===== src/rtl/memory_access_pkg.sv =====
// Shared constants and lane helpers for the memory-access pipeline stage:
// funct3 load/store encodings, FSM state constants and byte-lane functions.
package memory_access_pkg;

  localparam logic [0:0] ST_IDLE     = 1'b0;
  localparam logic [0:0] ST_WAIT_ACK = 1'b1;

  localparam logic [2:0] F3_LB  = 3'b000;
  localparam logic [2:0] F3_LH  = 3'b001;
  localparam logic [2:0] F3_LW  = 3'b010;
  localparam logic [2:0] F3_LBU = 3'b100;
  localparam logic [2:0] F3_LHU = 3'b101;
  localparam logic [2:0] F3_SB  = 3'b000;
  localparam logic [2:0] F3_SH  = 3'b001;
  localparam logic [2:0] F3_SW  = 3'b010;

  // Bit positions inside the one-hot {system, store, load} opcode.
  localparam int OP_LOAD   = 0;
  localparam int OP_STORE  = 1;
  localparam int OP_SYSTEM = 2;

  typedef enum logic [1:0] {
    SZ_BYTE = 2'd0,
    SZ_HALF = 2'd1,
    SZ_WORD = 2'd2
  } acc_size_e;

  function automatic acc_size_e access_size(input logic [2:0] f3);
    case (f3[1:0])
      2'b00:   return SZ_BYTE;
      2'b01:   return SZ_HALF;
      default: return SZ_WORD;
    endcase
  endfunction

  // Byte offset of the access once forced onto its natural alignment.
  function automatic logic [1:0] lane_offset(input logic [2:0] f3, input logic [1:0] addr_lo);
    case (access_size(f3))
      SZ_BYTE: return addr_lo;
      SZ_HALF: return {addr_lo[1], 1'b0};
      default: return 2'b00;
    endcase
  endfunction

  function automatic logic [3:0] lane_sel(input logic [2:0] f3, input logic [1:0] addr_lo);
    case (access_size(f3))
      SZ_BYTE: return 4'b0001 << addr_lo;
      SZ_HALF: return 4'b0011 << {addr_lo[1], 1'b0};
      default: return 4'b1111;
    endcase
  endfunction

  function automatic logic [31:0] lane_data(input logic [2:0] f3, input logic [31:0] rs2);
    case (access_size(f3))
      SZ_BYTE: return {4{rs2[7:0]}};
      SZ_HALF: return {2{rs2[15:0]}};
      default: return rs2;
    endcase
  endfunction

  function automatic logic misaligned_access(input logic [2:0] f3, input logic [1:0] addr_lo);
    case (access_size(f3))
      SZ_BYTE: return 1'b0;
      SZ_HALF: return addr_lo[0];
      default: return |addr_lo;
    endcase
  endfunction

endpackage


===== src/rtl/memory_access_mem_load_align.sv =====
// Combinational load formatter: picks the byte/half/word lane of the read
// word by the low address bits and sign- or zero-extends it to 32 bits.
module mem_load_align
  import memory_access_pkg::*;
(
  input  logic [2:0]  funct3,
  input  logic [1:0]  addr_lo,
  input  logic [31:0] rdata,
  output logic [31:0] data
);

  logic [1:0]         off;
  logic [31:0]        shifted;
  logic signed [7:0]  byte_s;
  logic signed [15:0] half_s;
  logic signed [31:0] ext_s;

  always_comb begin
    off     = lane_offset(funct3, addr_lo);
    shifted = rdata >> {off, 3'b000};
    byte_s  = shifted[7:0];
    half_s  = shifted[15:0];
    ext_s   = 32'sd0;
    data    = shifted;
    case (access_size(funct3))
      SZ_BYTE: begin
        ext_s = byte_s;
        data  = funct3[2] ? {24'd0, shifted[7:0]} : ext_s;
      end
      SZ_HALF: begin
        ext_s = half_s;
        data  = funct3[2] ? {16'd0, shifted[15:0]} : ext_s;
      end
      default: data = rdata;
    endcase
  end

endmodule


===== src/rtl/memory_access.sv =====
// RV32I memory-access pipeline stage: issues data-bus requests for loads and
// stores and stalls until ack. Optional macro MEMACC_MISALIGN_EXC_EN adds the
// misaligned output and turns misaligned accesses into bus-less pass-throughs.
module memory_access
  import memory_access_pkg::*;
(
  input  logic        clk,
  input  logic        rst,
  input  logic        prev_clk_en,
  input  logic [2:0]  prev_opcode,
  input  logic [2:0]  prev_funct3,
  input  logic [31:0] prev_addr,
  input  logic [31:0] prev_rs2,
  input  logic [4:0]  prev_rd,
  input  logic        prev_rd_w_en,
  input  logic [31:0] prev_rd_wdata,
  input  logic [31:0] prev_pc,
  input  logic        flush,
  output logic        stall,
  output logic        clk_en,
  output logic        opcode_load,
  output logic        opcode_system,
  output logic [2:0]  funct3,
  output logic [4:0]  rd,
  output logic        rd_w_en,
  output logic [31:0] rd_wdata,
  output logic [31:0] pc,
  output logic [31:0] data_load,
  output logic        mem_req,
  output logic        mem_we,
  output logic [31:0] mem_addr,
  output logic [31:0] mem_wdata,
  output logic [3:0]  mem_wsel,
  input  logic        mem_ack,
  input  logic [31:0] mem_rdata
`ifdef MEMACC_MISALIGN_EXC_EN
  ,
  output logic        misaligned
`endif
);

  logic [0:0]  state_p1;
  logic        killed_p1;
  logic [1:0]  addr_lo_p1;
  logic        accept_p0;
  logic        is_mem_p0;
  logic        mis_p0;
  logic [31:0] load_data_p1;

  assign stall     = (state_p1 == ST_WAIT_ACK);
  assign accept_p0 = prev_clk_en & ~stall & ~flush;
  assign is_mem_p0 = prev_opcode[OP_LOAD] | prev_opcode[OP_STORE];

`ifdef MEMACC_MISALIGN_EXC_EN
  assign mis_p0 = is_mem_p0 & misaligned_access(prev_funct3, prev_addr[1:0]);
`else
  assign mis_p0 = 1'b0;
`endif

  // Formatting runs off the registered funct3/offset so it lines up with rdata at ack.
  mem_load_align u_load_align (
    .funct3  (funct3),
    .addr_lo (addr_lo_p1),
    .rdata   (mem_rdata),
    .data    (load_data_p1)
  );

  // ---- Stage p0 -> p1: accept from execute, issue bus request, retire on ack ----
  always_ff @(posedge clk) begin
    if (rst) begin
      state_p1      <= ST_IDLE;
      killed_p1     <= 1'b0;
      addr_lo_p1    <= 2'b00;
      clk_en        <= 1'b0;
      opcode_load   <= 1'b0;
      opcode_system <= 1'b0;
      funct3        <= 3'b000;
      rd            <= 5'd0;
      rd_w_en       <= 1'b0;
      rd_wdata      <= 32'd0;
      pc            <= 32'd0;
      data_load     <= 32'd0;
      mem_req       <= 1'b0;
      mem_we        <= 1'b0;
      mem_addr      <= 32'd0;
      mem_wdata     <= 32'd0;
      mem_wsel      <= 4'd0;
`ifdef MEMACC_MISALIGN_EXC_EN
      misaligned    <= 1'b0;
`endif
    end else begin
      case (state_p1)
        ST_IDLE: begin
          clk_en <= 1'b0;
`ifdef MEMACC_MISALIGN_EXC_EN
          misaligned <= 1'b0;
`endif
          if (flush) rd_w_en <= 1'b0;
          if (accept_p0) begin
            opcode_load   <= prev_opcode[OP_LOAD];
            opcode_system <= prev_opcode[OP_SYSTEM];
            funct3        <= prev_funct3;
            rd            <= prev_rd;
            rd_wdata      <= prev_rd_wdata;
            pc            <= prev_pc;
            addr_lo_p1    <= prev_addr[1:0];
            killed_p1     <= 1'b0;
`ifdef MEMACC_MISALIGN_EXC_EN
            misaligned    <= mis_p0;
`endif
            if (is_mem_p0 && !mis_p0) begin
              mem_req   <= 1'b1;
              mem_we    <= prev_opcode[OP_STORE];
              mem_addr  <= {prev_addr[31:2], 2'b00};
              mem_wsel  <= lane_sel(prev_funct3, prev_addr[1:0]);
              mem_wdata <= lane_data(prev_funct3, prev_rs2);
              rd_w_en   <= prev_rd_w_en;
              state_p1  <= ST_WAIT_ACK;
            end else begin
              clk_en  <= 1'b1;
              rd_w_en <= prev_rd_w_en & ~mis_p0;
            end
          end
        end
        default: begin
          // A flushed access still runs to completion on the bus; only its result is dropped.
          if (flush) begin
            killed_p1 <= 1'b1;
            rd_w_en   <= 1'b0;
          end
          if (mem_ack) begin
            mem_req  <= 1'b0;
            mem_we   <= 1'b0;
            clk_en   <= ~(killed_p1 | flush);
            state_p1 <= ST_IDLE;
            if (opcode_load) data_load <= load_data_p1;
            if (killed_p1 | flush) rd_w_en <= 1'b0;
          end
        end
      endcase
    end
  end

endmodule

===== config.mk =====
export PLATFORM = sky130hd
export DESIGN_NAME = memory_access
export DESIGN_NICKNAME = d
export VERILOG_FILES = /design/src/rtl/memory_access_pkg.sv /design/src/rtl/memory_access_mem_load_align.sv /design/src/rtl/memory_access.sv
export SDC_FILE = /design/constraint.sdc
export NUM_CORES = 1
export LEC_CHECK = 0
export BUFFER_PORTS_ARGS = -buffer_cell sky130_fd_sc_hd__buf_4
export CORE_AREA = 4 4 137 139
export CTS_CLUSTER_DIAMETER = 60
export DETAILED_ROUTE_END_ITERATION = 10
export DIE_AREA = 0 0 141 143
export GPL_TIMING_DRIVEN = 0
export PLACE_DENSITY = 0.73
export RECOVER_POWER = 25
export SYNTH_ARGS = -nofsm -noshare
export SYNTH_HDL_FRONTEND = slang
export SYNTH_HIERARCHICAL = 1
export SYNTH_SLANG_ARGS = --single-unit

===== constraint.sdc =====
create_clock -name clk -period 3.47 [get_ports clk]
set_input_delay 0.347 -clock clk [delete_from_list [all_inputs] [get_ports clk]]
set_output_delay 0.347 -clock clk [all_outputs]
set_load 0.02 [all_outputs]

After elaboration in Yosys (flattened, before gate mapping)
Cells that the tools add are included.

word-level totals
  register bits = 180
  input bits = 177
  logic and storage cells = 79

cells by class
  multiplexer cells = 35
  bitwise gates (word level) = 7
  reduce and logical (&&, ||, !) cells = 11
  eq/ne operators = 6
  shift-type cells = 3

operator list
  cell                   count
  $pmux W32 S2           2
  $mux W32               2
  $shr A32 B5 Y16        1
  $mux W1                23
  $pmux W2 S2            3
  $reduce_and A3 Y1      3
  $eq A2 B1 Y1 const B   4
  $logic_not A2 Y1       4
  $mux W2                4
  $pmux W4 S2            1
  $ne A2 B2 Y1 const B   2
  $reduce_and A2 Y1      2
  $reduce_bool A2 Y1     2
  $shl A1 B2 Y4 const A  1
  $shl A2 B2 Y4 const A  1
  $not A1 Y1             3
  $and A1 B1 Y1          2
  $or A1 B1 Y1           2

Logic depth before layout (Yosys ltp)
  word-level depth = 8
  gate-level depth with buffers = 9

Hierarchy
The synthesis kept the hierarchy.

modules (own cells, without submodules)
  module          instances  area each (um^2)  sequential area each (um^2)  cells an instance
  memory_access   1          6796.5            3603.5                       826
  mem_load_align  1          848.3             0.0                          126

Worst setup path after synthesis
No wires, ideal clock.

  path kind = flip-flop to flip-flop
  start = reg funct3[1]
  end = reg data_load[16]
  stages on the path, launching flop included = 9
  setup time = 132 ps
  data required time = 3338 ps
  path slack = 1866 ps
  arrival = 1472 ps
  path through = dfxtp_1 -> buf_6 -> and4bb_1 -> a21oi_4 -> o21a_4 -> buf_12 -> o21ai_2 -> nand2_1 -> a21oi_1

on the way
  cells in the longest elaborated chain, start to end = 7
  elaborated cells between the ends (all ways) = 10
  those cells by class = eq/ne (2); shift (1); mux (5); reduce/logical (2)

RTL lines
  what                                              RTL line                                                                source
  from (decl)                                       memory_access.sv:23                                                     output logic [2:0] funct3,
  from (signal assigned)                            memory_access.sv:102                                                    funct3 <= prev_funct3;
  $eq A2 B1 Y1 or $logic_not A2 Y1 (tied branches)  memory_access_pkg.sv:29                                                 case (f3[1:0])
  $pmux W2 S2 (*)                                   memory_access_pkg.sv:29
  $eq A2 B1 Y1 or $logic_not A2 Y1 (tied branches)  memory_access_pkg.sv:38, memory_access_mem_load_align.sv:25
  $pmux W2 S2                                       memory_access_pkg.sv:38                                                 case (access_size(f3))
  $shr A32 B5 Y16                                   memory_access_mem_load_align.sv:20                                      shifted = rdata >> {off, 3'b000};
  $mux W32 (on tied branches)                       memory_access_mem_load_align.sv:32, memory_access_mem_load_align.sv:28
  $pmux W32 S2 (*)                                  memory_access_mem_load_align.sv:25                                      case (access_size(funct3))
  net load_data_p1[16]                              memory_access.sv:48                                                     logic [31:0] load_data_p1;
  to (signal assigned)                              memory_access.sv:136                                                    if (opcode_load) data_load <= load_data_p1;
  to (decl)                                         memory_access.sv:28                                                     output logic [31:0] data_load,

The timed path passes the listed nets; every way through them passes the cells marked *.
A chain may end at the register's enable or synchronous reset.

Worst setup path after layout
  start = reg state_p1 (netlist: stall)
  end = reg mem_wdata[15]

on the way
  cells in the longest elaborated chain, start to end = 4

RTL lines
  what                             RTL line              source
  from (decl)                      memory_access.sv:42   logic [0:0] state_p1;
  from (signal assigned)           memory_access.sv:71   state_p1 <= ST_IDLE;
  from (signal assigned)           memory_access.sv:118  state_p1 <= ST_WAIT_ACK;
  from (signal assigned)           memory_access.sv:135  state_p1 <= ST_IDLE;
  $not A1 Y1 (no line) (*)         --
  $and A1 B1 Y1 (2 in series)      memory_access.sv:51   assign accept_p0 = prev_clk_en & ~stall & ~flush;
  $reduce_and A3 Y1 (no line) (*)  --
  to (signal assigned)             memory_access.sv:116  mem_wdata <= lane_data(prev_funct3, prev_rs2);
  to (decl)                        memory_access.sv:32   output logic [31:0] mem_wdata,

Every way passes the cells marked *; elsewhere a longest branch is shown, timed or not.

==> flow_metrics.py <==
metrics = {
    "critical_path": {
        "slowest_delay_ns": 0.39,
        "crit_cells": 5,
        "r2r_slack_ns": 1.66,
        "endpoint_kind": "register",
        "crit_path_frequent_cell": "buf_2",
        "path_class": "reg2reg",
        "critPathRequiredTime_ns": 3.76,
        "path_buf_inv": 2,
        "cp_cell_sequence": "or3b_1 > buf_2 > nor2_2 > buf_2 > a311oi_1",
        "critPathArrivalTime_ns": 2.10,
        "crit_fanout": 10,
        "slowest_stage": "nor2_2",
        "cp-start-kind": "register",
        "crit_family": "simple AND/OR/NAND/NOR gates",
        "r2r_cells": 5,
    },
    "power_and_ir_drop": {
        "clkPwrFrac_pct": 41.5,
        "comb_power_share_pct": 16.3,
        "p_total_mw": 5.20,
        "p_int_mw": 3.76,
        "swShare_pct": 27.7,
        "worst_ir_drop_vdd_v": 0.000329,
        "powerDensity_mw_per_mm2": 478,
        "p_seq_share_pct": 42.3,
        "p_leak_nw": 4.43,
        "power_switching_mw": 1.44,
    },
    "job": {
        "max_cap_violations": 0,
    },
    "place": {
        "post-dp-hpwl_um": 22200,
        "place.gp.congestion": 0.934,
        "placed_area_sq_mm": 0.0106,
        "dp.cells": 1534,
        "port_buffers": 352,
    },
    "die": {
        "dieHeight_um": 143,
        "initial_core_util_pct": 43.3,
        "dieWidth_um": 141,
        "coreArea_sq_mm": 0.0177,
        "placementRows": 49,
        "die_area_sq_mm": 0.0202,
        "num_io_pins": 356,
    },
    "layout": {
        "register_area_sq_mm": 0.00360,
        "diodes": 0,
        "finalInstanceArea_sq_mm": 0.0109,
        "final_core_util_pct": 61.7,
        "syn_to_final_growth_pct": 42.5,
        "drive_gt1_share_pct": 27.7,
        "final_cells": 1566,
        "final_common_cell": "buf_4",
        "nets": 1501,
        "multi_input_area_sq_mm": 0.00359,
        "fillCellCount": 1724,
        "final_cell_mix": "buf_4 (268), nand2_1 (252), a21oi_1 (182), dfxtp_1 (180), clkbuf_1 (136)",
    },
    "sta": {
        "rsz0062_at_grt": "no",
        "worst_pin_slew_ns": 0.740,
        "slew-limit-headroom_pct": 50.7,
        "layout_min_cycle_time_ns": 1.81,
        "fin_skew_ns": 0.0114,
        "hold_viol_final": 0,
        "finalSetupViolCount": 0,
        "tns_ns": 0,
        "fin_crit_sh_pct": 52.2,
        "slew_violations": 0,
        "clock.fmax_mhz": 552,
    },
    "yosys": {
        "syn_avg_cell_area_sq_um": 8.03,
        "synth_edf_count": 0,
        "ys_ff_latch": 180,
        "synth.distinct_cells": 45,
        "synthSimpleGateAreaFrac_pct": 19.4,
        "yosysSeqAreaShare_pct": 47.1,
        "synth_top_family_by_area": "compound AO/OA/AOI/OAI gates",
        "yosysWarnings": 6,
        "synth-xor-area-share_pct": 0,
        "synthAdderAreaFrac_pct": 0,
        "synth-main-ff-cell": "dfxtp_1",
        "syn_area_sq_mm": 0.00764,
        "synth_compound_gate_area_share_pct": 23.5,
        "synth.area.mux_share_pct": 4.03,
        "synthCells": 952,
        "async_flop_share_pct": 0,
    },
    "grt": {
        "grt_max_degree": 18,
        "grt_pass1_wl_um": 42900,
        "grt_overflow": 0,
        "antenna_found_initial": 0,
        "grt_pass1_vias": 7878,
        "grt_usage_pct": 27.0,
    },
    "cts": {
        "cts_resized": 0,
        "cts_max_path_buffers": 2,
        "cts_root_buf": "clkbuf_16",
        "cts_buffers": 17,
        "cts_setup_buffers": 0,
        "clkTransAtPathRegs_ns": 0.07,
        "cts_hold_buf": 0,
        "cts_sinks": 180,
        "cts_tree": "built",
        "clk_latency_ns": 0.43,
        "htreeDepth": 4,
    },
    "status": {
        "status": "finished, final reports clean",
    },
    "hold_path": {
        "min_path_type": "in2reg",
        "whs_path_depth": 2,
    },
    "route": {
        "final_antenna_net_count": 0,
        "drc": 0,
        "viasPerCell": 5.22,
        "vias": 8174,
        "drt-wirelength-per-cell_um": 18.2,
        "routed_wl_um": 28500,
        "drt_pass1_iterations": 7,
        "first_iter_violations": 527,
    },
}
-- kinds of logic (layout without fill, tap and decap cells) --
logic type / Yosys count / in the layout
buffers and inverters: 92 / 476
AND/OR/NAND/NOR: 346 / 346
AO/OA/AOI/OAI: 304 / 304
flip-flops: 180 / 180
other: 1 / 2
multiplexers: 29 / 29
-- worst paths after layout --
path	start	endpoint
setup reg to reg	stall$_SDFF_PP0_	mem_wdata[15]$_SDFFE_PP0P_
hold / removal	flush	rd_w_en$_SDFF_PP0_
hold reg to reg	data_load[15]$_SDFFE_PP0P_	data_load[15]$_SDFFE_PP0P_
setup / recovery	stall$_SDFF_PP0_	mem_wdata[15]$_SDFFE_PP0P_
-- cell usage after synthesis (all sizes together), types with 9 or more instances --
| master | number | area [sq um] |
|---|---|---|
| a211oi | 10 | 75.1 |
| a21oi | 183 | 927 |
| a311oi | 10 | 87.6 |
| buf | 40 | 259 |
| clkbuf | 47 | 176 |
| dfxtp | 180 | 3600 |
| mux2 | 11 | 128 |
| mux2i | 18 | 180 |
| nand2 | 252 | 946 |
| nand2b | 16 | 100 |
| nand3 | 40 | 205 |
| nor2 | 9 | 36.3 |
| nor2b | 19 | 119 |
| o21ai | 73 | 414 |
-- cell type report --
type	instances	area share (%)
sequential	180	33.1
multi-input combinational	681	33.0
timing repair buffer	352	21.2
clock buffer	18	4.03
buffer	87	4.00
tap	229	2.63
clock inverter	14	1.95
inverter	5	0.172
-- flip-flops by register name, indices dropped and copies added (netlist names), 2 cells and up --
register and flops:
data_load 32, mem_wdata 32, pc 32, rd_wdata 32, mem_addr 30, rd 5
mem_wsel 4, funct3 3, addr_lo_p1 2
-- through the flow --
stage	hold slack [ns]	setup WS (ns)
after global placement	0.442	1.44
final	0.135	1.66
after CTS	0.123	1.66
after global routing	0.135	1.46
after floorplan	0.430	1.87
after detailed placement	0.447	1.44
-- power by group through the flow --
stage	logic, mW	clock network (mW)	registers [mW]
final	0.847	2.16	2.20
after global routing	0.917	2.26	2.21
after CTS	0.882	2.17	2.20
after detailed placement	0.878	0	2.25
after global placement	0.872	0	2.24
after floorplan	0.355	0	2.34
-- routing by layer --
metal  track usage, %  wire [um]  up-vias  part of all wire (%)
met4             8.16        683        0                   2.4
met5                0          0        -                     0
met2             46.2      14100      358                    49
met3             9.95       2820       51                   9.9
met1             31.8      11000     3762                    38
li1                 -          -     4003                     -
-- worst register-to-register path, cell delays in order, from the launching register on --
cell	delay [ns]
dfxtp_1	0.32
or3b_1	0.36
buf_2	0.19
nor2_2	0.39
buf_2	0.31
a311oi_1	0.11
(Power assumes the default switching activity.)
